### config.mk
export PLATFORM = sky130hd
export DESIGN_NAME = riscv_wb_stage_flat
export DESIGN_NICKNAME = d
export VERILOG_FILES = /design/src/rtl/riscv_wb_stage_if.sv /design/src/rtl/riscv_wb_stage.sv /design/src/flat_wrapper.sv
export SDC_FILE = /design/constraint.sdc
export NUM_CORES = 1
export LEC_CHECK = 0
export ABC_CLOCK_PERIOD_IN_PS = 6200
export BUFFER_PORTS_ARGS = -buffer_cell sky130_fd_sc_hd__buf_2
export CORE_MARGIN = 8
export CORE_UTILIZATION = 55
export DETAILED_ROUTE_END_ITERATION = 10
export PLACE_DENSITY = 0.85
export SYNTH_ARGS = -nofsm -noshare
export SYNTH_HDL_FRONTEND = slang
export SYNTH_SLANG_ARGS = --single-unit
### constraint.sdc
create_clock -name clk -period 6.2 [get_ports clk]
set_clock_uncertainty 0.05 [all_clocks]
set_input_delay 0.62 -clock clk [delete_from_list [all_inputs] [get_ports clk]]
set_output_delay 0.62 -clock clk [all_outputs]
set_load 0.05 [all_outputs]
### src/rtl/riscv_wb_stage_if.sv
// ---------------------------------------------------------------------------
// riscv_wb_stage_if
// Bundles the MEM-stage request, the data-memory response and the register
// file write port seen by the writeback stage.
//   master : MEM stage / memory side (drives *_i, observes *_o)
//   slave  : writeback stage (observes *_i, drives *_o)
// Ports: none (clock and reset stay plain ports on the modules).
// ---------------------------------------------------------------------------
interface riscv_wb_stage_if #(
    parameter int XLEN   = 32,
    parameter int REG_AW = 5,
    parameter int CNT_W  = 64
) ();
    // MEM stage request
    logic              valid_i;
    logic [REG_AW-1:0] rd_addr_i;
    logic              rd_we_i;
    logic              is_load_i;
    logic [2:0]        funct3_i;
    logic [XLEN-1:0]   alu_result_i;
    // data-memory response
    logic              mem_rvalid_i;
    logic [XLEN-1:0]   mem_rdata_i;
    // writeback side
    logic              stall_o;
    logic              rf_we_o;
    logic [REG_AW-1:0] rf_waddr_o;
    logic [XLEN-1:0]   rf_wdata_o;
    logic              misalign_o;
    logic [CNT_W-1:0]  instret_o;

    modport master (
        output valid_i, rd_addr_i, rd_we_i, is_load_i, funct3_i, alu_result_i,
               mem_rvalid_i, mem_rdata_i,
        input  stall_o, rf_we_o, rf_waddr_o, rf_wdata_o, misalign_o, instret_o
    );

    modport slave (
        input  valid_i, rd_addr_i, rd_we_i, is_load_i, funct3_i, alu_result_i,
               mem_rvalid_i, mem_rdata_i,
        output stall_o, rf_we_o, rf_waddr_o, rf_wdata_o, misalign_o, instret_o
    );
endinterface

### src/rtl/riscv_wb_stage.sv
// ---------------------------------------------------------------------------
// riscv_wb_stage
// Registered writeback stage. Non-loads write one cycle after acceptance.
// Loads park in WAIT until the memory response, then the selected byte /
// half / word / double is aligned, extended and written one cycle later.
// Misaligned or illegal loads are dropped with a one-cycle misalign pulse.
// A retired-instruction counter tracks committed results.
// Ports:
//   clk  - rising-edge clock
//   rst  - asynchronous reset, active high
//   bus  - riscv_wb_stage_if.slave (request, memory response, RF write,
//          stall, misalign pulse, instret)
// ---------------------------------------------------------------------------
module riscv_wb_stage #(
    parameter int XLEN   = 32,
    parameter int REG_AW = 5,
    parameter int CNT_W  = 64
) (
    input  logic              clk,
    input  logic              rst,
    riscv_wb_stage_if.slave   bus
);
    localparam int OFF_W = $clog2(XLEN/8);

    typedef enum logic {IDLE, WAIT} state_t;

    state_t state, state_nxt;

    // load context captured at acceptance
    logic [REG_AW-1:0] ld_rd;
    logic              ld_we;
    logic [2:0]        ld_f3;
    logic [OFF_W-1:0]  ld_off;

    // next values of the registered outputs
    logic              we_nxt;
    logic              mis_nxt;
    logic              ret_nxt;
    logic [REG_AW-1:0] waddr_nxt;
    logic [XLEN-1:0]   wdata_nxt;

    // formatted load data and its legality
    logic [XLEN-1:0]   shifted;
    logic [XLEN-1:0]   fmt;
    logic              bad;

    logic accept_alu, accept_ld, resp;

    assign bus.stall_o = (state == WAIT);
    assign accept_alu  = (state == IDLE) && bus.valid_i && !bus.is_load_i;
    assign accept_ld   = (state == IDLE) && bus.valid_i &&  bus.is_load_i;
    assign resp        = (state == WAIT) && bus.mem_rvalid_i;

    // ---- state register ----
    always_ff @(posedge clk or posedge rst) begin
        if (rst) state <= IDLE;
        else     state <= state_nxt;
    end

    // ---- next-state logic ----
    always_comb begin
        state_nxt = state;
        case (state)
            IDLE:    if (accept_ld)        state_nxt = WAIT;
            WAIT:    if (bus.mem_rvalid_i) state_nxt = IDLE;
            default:                       state_nxt = IDLE;
        endcase
    end

    // ---- load formatting ----
    // Bring the addressed bytes down to bit 0, then extend by size/sign.
    always_comb begin
        shifted = bus.mem_rdata_i >> {ld_off, 3'b000};
        fmt     = '0;
        bad     = 1'b0;
        case (ld_f3)
            3'b000: fmt = XLEN'($signed(shifted[7:0]));
            3'b100: fmt = XLEN'(shifted[7:0]);
            3'b001: begin
                fmt = XLEN'($signed(shifted[15:0]));
                bad = ld_off[0];
            end
            3'b101: begin
                fmt = XLEN'(shifted[15:0]);
                bad = ld_off[0];
            end
            3'b010: begin
                fmt = XLEN'($signed(shifted[31:0]));
                bad = (ld_off[1:0] != 2'b00);
            end
            3'b110: begin
                // LWU only exists on RV64
                fmt = XLEN'(shifted[31:0]);
                bad = (XLEN == 32) || (ld_off[1:0] != 2'b00);
            end
            3'b011: begin
                // LD only exists on RV64; full-width pass-through
                fmt = shifted;
                bad = (XLEN == 32) || (ld_off != '0);
            end
            default: bad = 1'b1;
        endcase
    end

    // ---- output logic ----
    // Address/data only move on a real write so they hold otherwise.
    always_comb begin
        we_nxt    = 1'b0;
        mis_nxt   = 1'b0;
        ret_nxt   = 1'b0;
        waddr_nxt = bus.rf_waddr_o;
        wdata_nxt = bus.rf_wdata_o;
        case (state)
            IDLE: begin
                if (accept_alu) begin
                    ret_nxt = 1'b1;
                    we_nxt  = bus.rd_we_i && (bus.rd_addr_i != '0);
                    if (we_nxt) begin
                        waddr_nxt = bus.rd_addr_i;
                        wdata_nxt = bus.alu_result_i;
                    end
                end
            end
            WAIT: begin
                if (resp) begin
                    if (bad) begin
                        mis_nxt = 1'b1;
                    end else begin
                        ret_nxt = 1'b1;
                        we_nxt  = ld_we && (ld_rd != '0);
                        if (we_nxt) begin
                            waddr_nxt = ld_rd;
                            wdata_nxt = fmt;
                        end
                    end
                end
            end
            default: ;
        endcase
    end

    // ---- load context capture ----
    always_ff @(posedge clk or posedge rst) begin
        if (rst) begin
            ld_rd  <= '0;
            ld_we  <= 1'b0;
            ld_f3  <= '0;
            ld_off <= '0;
        end else if (accept_ld) begin
            ld_rd  <= bus.rd_addr_i;
            ld_we  <= bus.rd_we_i;
            ld_f3  <= bus.funct3_i;
            ld_off <= bus.alu_result_i[OFF_W-1:0];
        end
    end

    // ---- registered outputs ----
    always_ff @(posedge clk or posedge rst) begin
        if (rst) begin
            bus.rf_we_o    <= 1'b0;
            bus.rf_waddr_o <= '0;
            bus.rf_wdata_o <= '0;
            bus.misalign_o <= 1'b0;
            bus.instret_o  <= '0;
        end else begin
            bus.rf_we_o    <= we_nxt;
            bus.rf_waddr_o <= waddr_nxt;
            bus.rf_wdata_o <= wdata_nxt;
            bus.misalign_o <= mis_nxt;
            if (ret_nxt) bus.instret_o <= bus.instret_o + 1'b1;
        end
    end
endmodule

### src/flat_wrapper.sv
// flat-port wrapper written by rule: the top's interface ports become plain ports
module riscv_wb_stage_flat 
#(
    parameter int XLEN   = 32,
    parameter int REG_AW = 5,
    parameter int CNT_W  = 64
)
  (clk, rst, bus_valid_i, bus_rd_addr_i, bus_rd_we_i, bus_is_load_i, bus_funct3_i, bus_alu_result_i, bus_mem_rvalid_i, bus_mem_rdata_i, bus_stall_o, bus_rf_we_o, bus_rf_waddr_o, bus_rf_wdata_o, bus_misalign_o, bus_instret_o);
  riscv_wb_stage_if #(.XLEN(XLEN), .REG_AW(REG_AW), .CNT_W(CNT_W)) bus_i ();
  input  logic clk;
  input  logic rst;
  input wire logic [$bits(bus_i.valid_i)-1:0] bus_valid_i;
  input wire logic [$bits(bus_i.rd_addr_i)-1:0] bus_rd_addr_i;
  input wire logic [$bits(bus_i.rd_we_i)-1:0] bus_rd_we_i;
  input wire logic [$bits(bus_i.is_load_i)-1:0] bus_is_load_i;
  input wire logic [$bits(bus_i.funct3_i)-1:0] bus_funct3_i;
  input wire logic [$bits(bus_i.alu_result_i)-1:0] bus_alu_result_i;
  input wire logic [$bits(bus_i.mem_rvalid_i)-1:0] bus_mem_rvalid_i;
  input wire logic [$bits(bus_i.mem_rdata_i)-1:0] bus_mem_rdata_i;
  output wire logic [$bits(bus_i.stall_o)-1:0] bus_stall_o;
  output wire logic [$bits(bus_i.rf_we_o)-1:0] bus_rf_we_o;
  output wire logic [$bits(bus_i.rf_waddr_o)-1:0] bus_rf_waddr_o;
  output wire logic [$bits(bus_i.rf_wdata_o)-1:0] bus_rf_wdata_o;
  output wire logic [$bits(bus_i.misalign_o)-1:0] bus_misalign_o;
  output wire logic [$bits(bus_i.instret_o)-1:0] bus_instret_o;
  assign bus_i.valid_i = bus_valid_i;
  assign bus_i.rd_addr_i = bus_rd_addr_i;
  assign bus_i.rd_we_i = bus_rd_we_i;
  assign bus_i.is_load_i = bus_is_load_i;
  assign bus_i.funct3_i = bus_funct3_i;
  assign bus_i.alu_result_i = bus_alu_result_i;
  assign bus_i.mem_rvalid_i = bus_mem_rvalid_i;
  assign bus_i.mem_rdata_i = bus_mem_rdata_i;
  assign bus_stall_o = bus_i.stall_o;
  assign bus_rf_we_o = bus_i.rf_we_o;
  assign bus_rf_waddr_o = bus_i.rf_waddr_o;
  assign bus_rf_wdata_o = bus_i.rf_wdata_o;
  assign bus_misalign_o = bus_i.misalign_o;
  assign bus_instret_o = bus_i.instret_o;
  riscv_wb_stage #(.XLEN(XLEN), .REG_AW(REG_AW), .CNT_W(CNT_W)) u_core (.clk(clk), .rst(rst), .bus(bus_i));
endmodule
== Yosys cells after proc, flatten, opt, wreduce, memory -nomap -nowiden ==
Index checks and enable logic that the tools add are counted.

* Bits in registers: 115
* Latch bits: 0
* Memory bits (writable): 0
* Bits in read-only memories: 0
* Input port bits: 78
* Output and inout port bits: 104
* Word-level logic and storage cells: 67
* Memories: 0

* Add/subtract/negate cells: 1
* Multipliers: 0
* Divide/modulo/power cells: 0
* Magnitude comparators: 0
* Eq/ne operators: 11
* Shift-type cells: 1
* Mux-type cells: 28
* Bitwise operators: 1
* Reduce and logical (&&, ||, !) cells: 15

{| class="wikitable"
|+ Operators by type and width
! operator !! number
|-
| $mux W32 || 5
|-
| $pmux W32 S5 || 1
|-
| $add A64 B1 Y64 const B || 1
|-
| $pmux W32 S2 || 1
|-
| $shr A32 B5 Y32 || 1
|-
| $mux W5 || 5
|-
| $mux W1 || 11
|-
| $pmux W5 S2 || 1
|-
| $reduce_bool A5 Y1 || 2
|-
| $eq A3 B3 Y1 const B || 3
|-
| $ne A2 B2 Y1 const B || 4
|-
| $eq A3 B2 Y1 const B || 2
|-
| $logic_and A1 B1 Y1 || 6
|-
| $pmux W1 S2 || 3
|-
| $reduce_and A5 Y1 || 1
|-
| $reduce_or A2 Y1 || 2
|-
| $eq A3 B1 Y1 const B || 1
|-
| $logic_not A3 Y1 || 1
|-
| $pmux W1 S3 || 1
|-
| $reduce_or A3 Y1 || 1
|-
| $ne A2 B1 Y1 const B || 1
|-
| $reduce_bool A2 Y1 || 1
|-
| $logic_not A1 Y1 || 1
|-
| $not A1 Y1 || 1
|}

== Longest topological paths before layout ==
* Depth after elaboration: 7
* Depth in mapped cells: 8
* Gate-level depth less buffers: 6

== Least setup slack after synthesis ==
No wires, ideal clock.

* Kind: flip-flop to flip-flop
* Start: register u_core.bus.instret_o[13]
* End: register u_core.bus.instret_o[39]
* Library setup time: 0.142 ns
* Arrival time: 2.329 ns
* Required time: 6.008 ns
* Setup slack: 3.679 ns
* Cell stages (with the launch flop): 6
* Buffers on the path: 0
* Period minus slack after synthesis: 2.521 ns
* Cell sequence: dfrtp_1 -> nand4_2 -> or4_4 -> a2111oi_4 -> nand4_1 -> xnor2_1

* Word-level cells in the longest chain between the ends: 1

{| class="wikitable"
|+ Ends and longest elaborated chain
! item !! RTL line !! text
|-
| start: declaration || riscv_wb_stage_if.sv:41 || <nowiki>output stall_o, rf_we_o, rf_waddr_o, rf_wdata_o, misalign_o, instret_o</nowiki>
|-
| start signal: assignment || riscv_wb_stage.sv:170 || <nowiki>if (ret_nxt) bus.instret_o <= bus.instret_o + 1'b1;</nowiki>
|-
| $add A64 B1 Y64 || riscv_wb_stage.sv:170 ||
|}

No other way between the ends.
A chain may end at the register's enable or synchronous reset.

== Worst setup path in the final report ==
* Start: register u_core.ld_off[0]
* End: register u_core.bus.rf_wdata_o[24]

* Word-level cells in the longest chain between the ends: 6
* Elaborated cells between the ends (all ways): 10
* Classes of those cells: eq/ne (1); shift (1); mux (6); reduce/logical (2)

{| class="wikitable"
|+ Ends and longest elaborated chain
! item !! RTL line !! text
|-
| start: declaration || riscv_wb_stage.sv:33 || <nowiki>logic [OFF_W-1:0] ld_off;</nowiki>
|-
| start signal: assignment || riscv_wb_stage.sv:153 || <nowiki>ld_off <= bus.alu_result_i[OFF_W-1:0];</nowiki>
|-
| $shr A32 B5 Y32 || riscv_wb_stage.sv:73 || <nowiki>shifted = bus.mem_rdata_i >> {ld_off, 3'b000};</nowiki>
|-
| $pmux W32 S5 || riscv_wb_stage.sv:76 || <nowiki>case (ld_f3)</nowiki>
|-
| $mux W32 || riscv_wb_stage.sv:131 || <nowiki>if (we_nxt) begin</nowiki>
|-
| $mux W32 || riscv_wb_stage.sv:126 || <nowiki>if (bad) begin</nowiki>
|-
| $mux W32 || riscv_wb_stage.sv:125 || <nowiki>if (resp) begin</nowiki>
|-
| $pmux W32 S2 || riscv_wb_stage.sv:113 || <nowiki>case (state)</nowiki>
|-
| end signal: assignment || riscv_wb_stage.sv:168 || <nowiki>bus.rf_wdata_o <= wdata_nxt;</nowiki>
|-
| end: declaration || riscv_wb_stage_if.sv:41 ||
|}

Parallel ways exist; a longest one is shown, timed or not. The select of a mux whose other input is x is not followed.

==> summary.md <==
| Metric | Value |
|---|---|
| Synth Flop Type | dfrtp_1 |
| First-pass DRT Iterations | 5 |
| TritonCTS Buffers | 17 |
| Final setup viols | 0 |
| PD cells | ~410 nW/um^2 |
| Initial antenna violation count | 1 |
| I/O Buffers | around 180 |
| Drt total wl | between 15 and 20 mm |
| GP Congestion | 0.887 |
| Iteration-0 DRC Markers | 554 |
| Vias in the first global route | 5459 |
| Commonest non-fill, non-tap cell in the layout | buf_2 |
| Hold-fix buffers, CTS | 0 |
| Sequential cell area fraction in the yosys report | between 40% and 50% |
| First-pass GRT wire length | about 27 mm |
| Mapped Nets | ~660 |
| Clock transition at path regs | around 0.06 ns |
| YS warnings | 0 |
| Final Hold Fails | 0 |
| Fin nets | roughly 830 |
| Tmin final | 3.69 ns |
| Vias/cell | slightly below 6 |
| Post-CTS Setup Inserts | 0 |
| Reg area | about 2900 um^2 |
| Detailed-route via count | ~5400 |
| Period utilization | approximately three fifths |
| Clk sinks | 115 |
| Leak | between 3 and 4 nW |
| Final cell count without fillers | ~910 |
| Syn avg cell area | around 10 um^2 |
| FMAX | approximately 0.27 GHz |
| Core area | 10700 um^2 |
| Worst path required time | roughly 6.6 ns |
| # IOs | between 150 and 200 |
| Total grt overflow | 0 |
| Slew @ Worst Pin | 1.19 ns |
| CP Launch Type | flip-flop |
| Post-Synthesis Cells | slightly below 600 |
| Max Cap Violations | 0 |
| Post-CTS resize count | 0 |
| Total track usage | between 20% and 30% |
| Initial core utilization | ~55% |
| Die Ht | about 120 um |
| CTS root buf | clkbuf_8 |
| #FFs+latches synth | around 120 |
| Max IR drop VDD | roughly 0.28 mV |
| TritonCTS clock tree | built |
| Area grow syn2layout | 26.9% |
| Skew-Pair Late Insertion Delay | roughly 0.51 ns |
| Endpoint class of the critical path | flip-flop |
| CP arrival | ~4 ns |
| DR WL/cell | ~19 um |
| Setup TNS | 0 ns |
| CTS H-tree lvls | 4 |
| Area occupied by multi-input gates | 2850 um^2 |
| Worst Path Max Fanout | 36 |
| Fillers | approximately 800 |
| DP Cell Count | slightly below 900 |
| RSZ-0062 raised after global routing | false |
| Largest net degree at the start of global routing | 75 |
| Netlist Area Pre-Place | between 5000 and 6000 um^2 |
| Die width | 120 um |
| Antenna cells | 0 |
| Bufs on Longest Clock Path | 2 |
| Unique masters post-synth | 49 |
| Post-synth EDFFs | 0 |
| Final Slew Violations | 0 |
| Status | complete, no violations |
| Number of remaining DRC errors | 0 |
| Reg2Reg Setup Slack | approximately 2.5 ns |
| Setup CP Type | reg -> reg |
| ANT nets after route | 0 |
| Share of cells above drive strength 1 | a little under a third |
| Rel. slew slack | about 20% |
| Hold crit path type | in -> async |
| Async SR Flop Fraction | between 90% and 100% |
| Row cnt | 38 |
| Die ar. | 14300 um^2 |
| Most frequent cells in the layout | buf_2, dfrtp_1, nor2_1 |
| Dpl hpwl | about 12 mm |
-- Yosys cell counts, types with 11 or more instances --
cell type | count | share of area [%]
dfrtp_1 | 115 | 49
nor2_1 | 52 | 3.3
nand2_1 | 50 | 3.2
xnor2_1 | 40 | 5.9
o21ai_0 | 27 | 2.3
nand3_1 | 25 | 2.1
nand4_1 | 23 | 2.4
xor2_1 | 23 | 3.4
a21oi_1 | 22 | 1.9
mux2i_1 | 21 | 3.6
clkbuf_1 | 19 | 1.2
a31oi_1 | 16 | 1.7
and2_1 | 12 | 1.3
mux2_2 | 12 | 2.3
nor3_1 | 11 | 0.93
-- state kept, by name (all words and copies together) (netlist names), 2 cells and up --
register / flops
u_core.bus.instret_o: 64
u_core.bus.rf_waddr_o: 5
u_core.bus.rf_wdata_o: 32
u_core.ld_f3: 3
u_core.ld_off: 2
u_core.ld_rd: 5
-- through the flow --
step / cell area [um^2] / setup slack (ns) / hold slack [ns] / power [mW] / utilization (%)
2_1_floorplan: 5900 / 2.49 / 0.423 / 1.78 / -
3_3_place_gp: 6870 / 2.84 / 0.402 / 2.02 / 64.5
3_5_place_dp: 6870 / 2.68 / 0.409 / 2.05 / 64.5
4_1_cts: 7480 / 2.60 / 0.120 / 3.06 / 70.2
5_1_grt: 7480 / 2.23 / 0.136 / 3.17 / 70.2
6_report: 7480 / 2.51 / 0.112 / 3.06 / 70.2
-- routing by layer --
metal  global-route usage, %  wire length, um  up-vias
li1                        -                -     2440
met1                    27.3             6710     2615
met2                    39.9             8530      258
met3                    8.92             1580       39
met4                    9.45              423        2
met5                       0               12        -
-- final cells by class --
class / instances / share of cell area [%]
inverter: 8 / 0.435
sequential: 115 / 38.5
clock buffer: 23 / 6.51
clock inverter: 8 / 1.66
multi-input combinational: 428 / 38.1
tap: 140 / 2.34
timing repair buffer: 185 / 12.5
-- worst paths after layout --
kind / cells past startpoint / startpoint / to
max in group asynchronous: 3 / rst / u_core.bus.instret_o[30]$_DFFE_PP0P_
setup reg to reg: 5 / u_core.ld_off[0]$_DFFE_PP0P_ / u_core.bus.rf_wdata_o[24]$_DFFE_PP0P_
min in group clk: 2 / bus_mem_rvalid_i / u_core.bus.stall_o$_DFF_PP0_
setup / recovery: 5 / u_core.ld_off[0]$_DFFE_PP0P_ / u_core.bus.rf_wdata_o[24]$_DFFE_PP0P_
hold / removal: 2 / rst / u_core.ld_we$_DFFE_PP0P_
hold reg to reg: 1 / u_core.bus.instret_o[63]$_DFFE_PP0P_ / u_core.bus.instret_o[63]$_DFFE_PP0P_
-- cell families after synthesis --
| kind of cell | share of synthesized area [%] |
|---|---|
| XOR/XNOR | 9.36 |
| flip-flops | 48.8 |
| multiplexers | 6.24 |
| adder cells (fa/ha/maj) | 0.212 |
| AND/OR/NAND/NOR | 20.1 |
| AO/OA/AOI/OAI | 12.3 |
| buffers and inverters | 2.97 |
-- power breakdown --
| part | internal [mW] | switching, mW | leakage [nW] |
|---|---|---|---|
| Clock | 0.663 | 0.340 | 0.296 |
| Sequential | 0.895 | 0.137 | 1.44 |
| Combinational | 0.272 | 0.750 | 1.86 |
| Total | 1.83 | 1.23 | 3.60 |
-- worst max-delay path, cell delays in order, from the launching register on --
cell and delay, ns:
dfrtp_1 1.13, nor2b_1 0.57, a2bb2oi_1 0.20, a2111oi_2 1.09, o21ai_0 0.30, a31oi_1 0.26
Power figures use the tool's default switching activity.
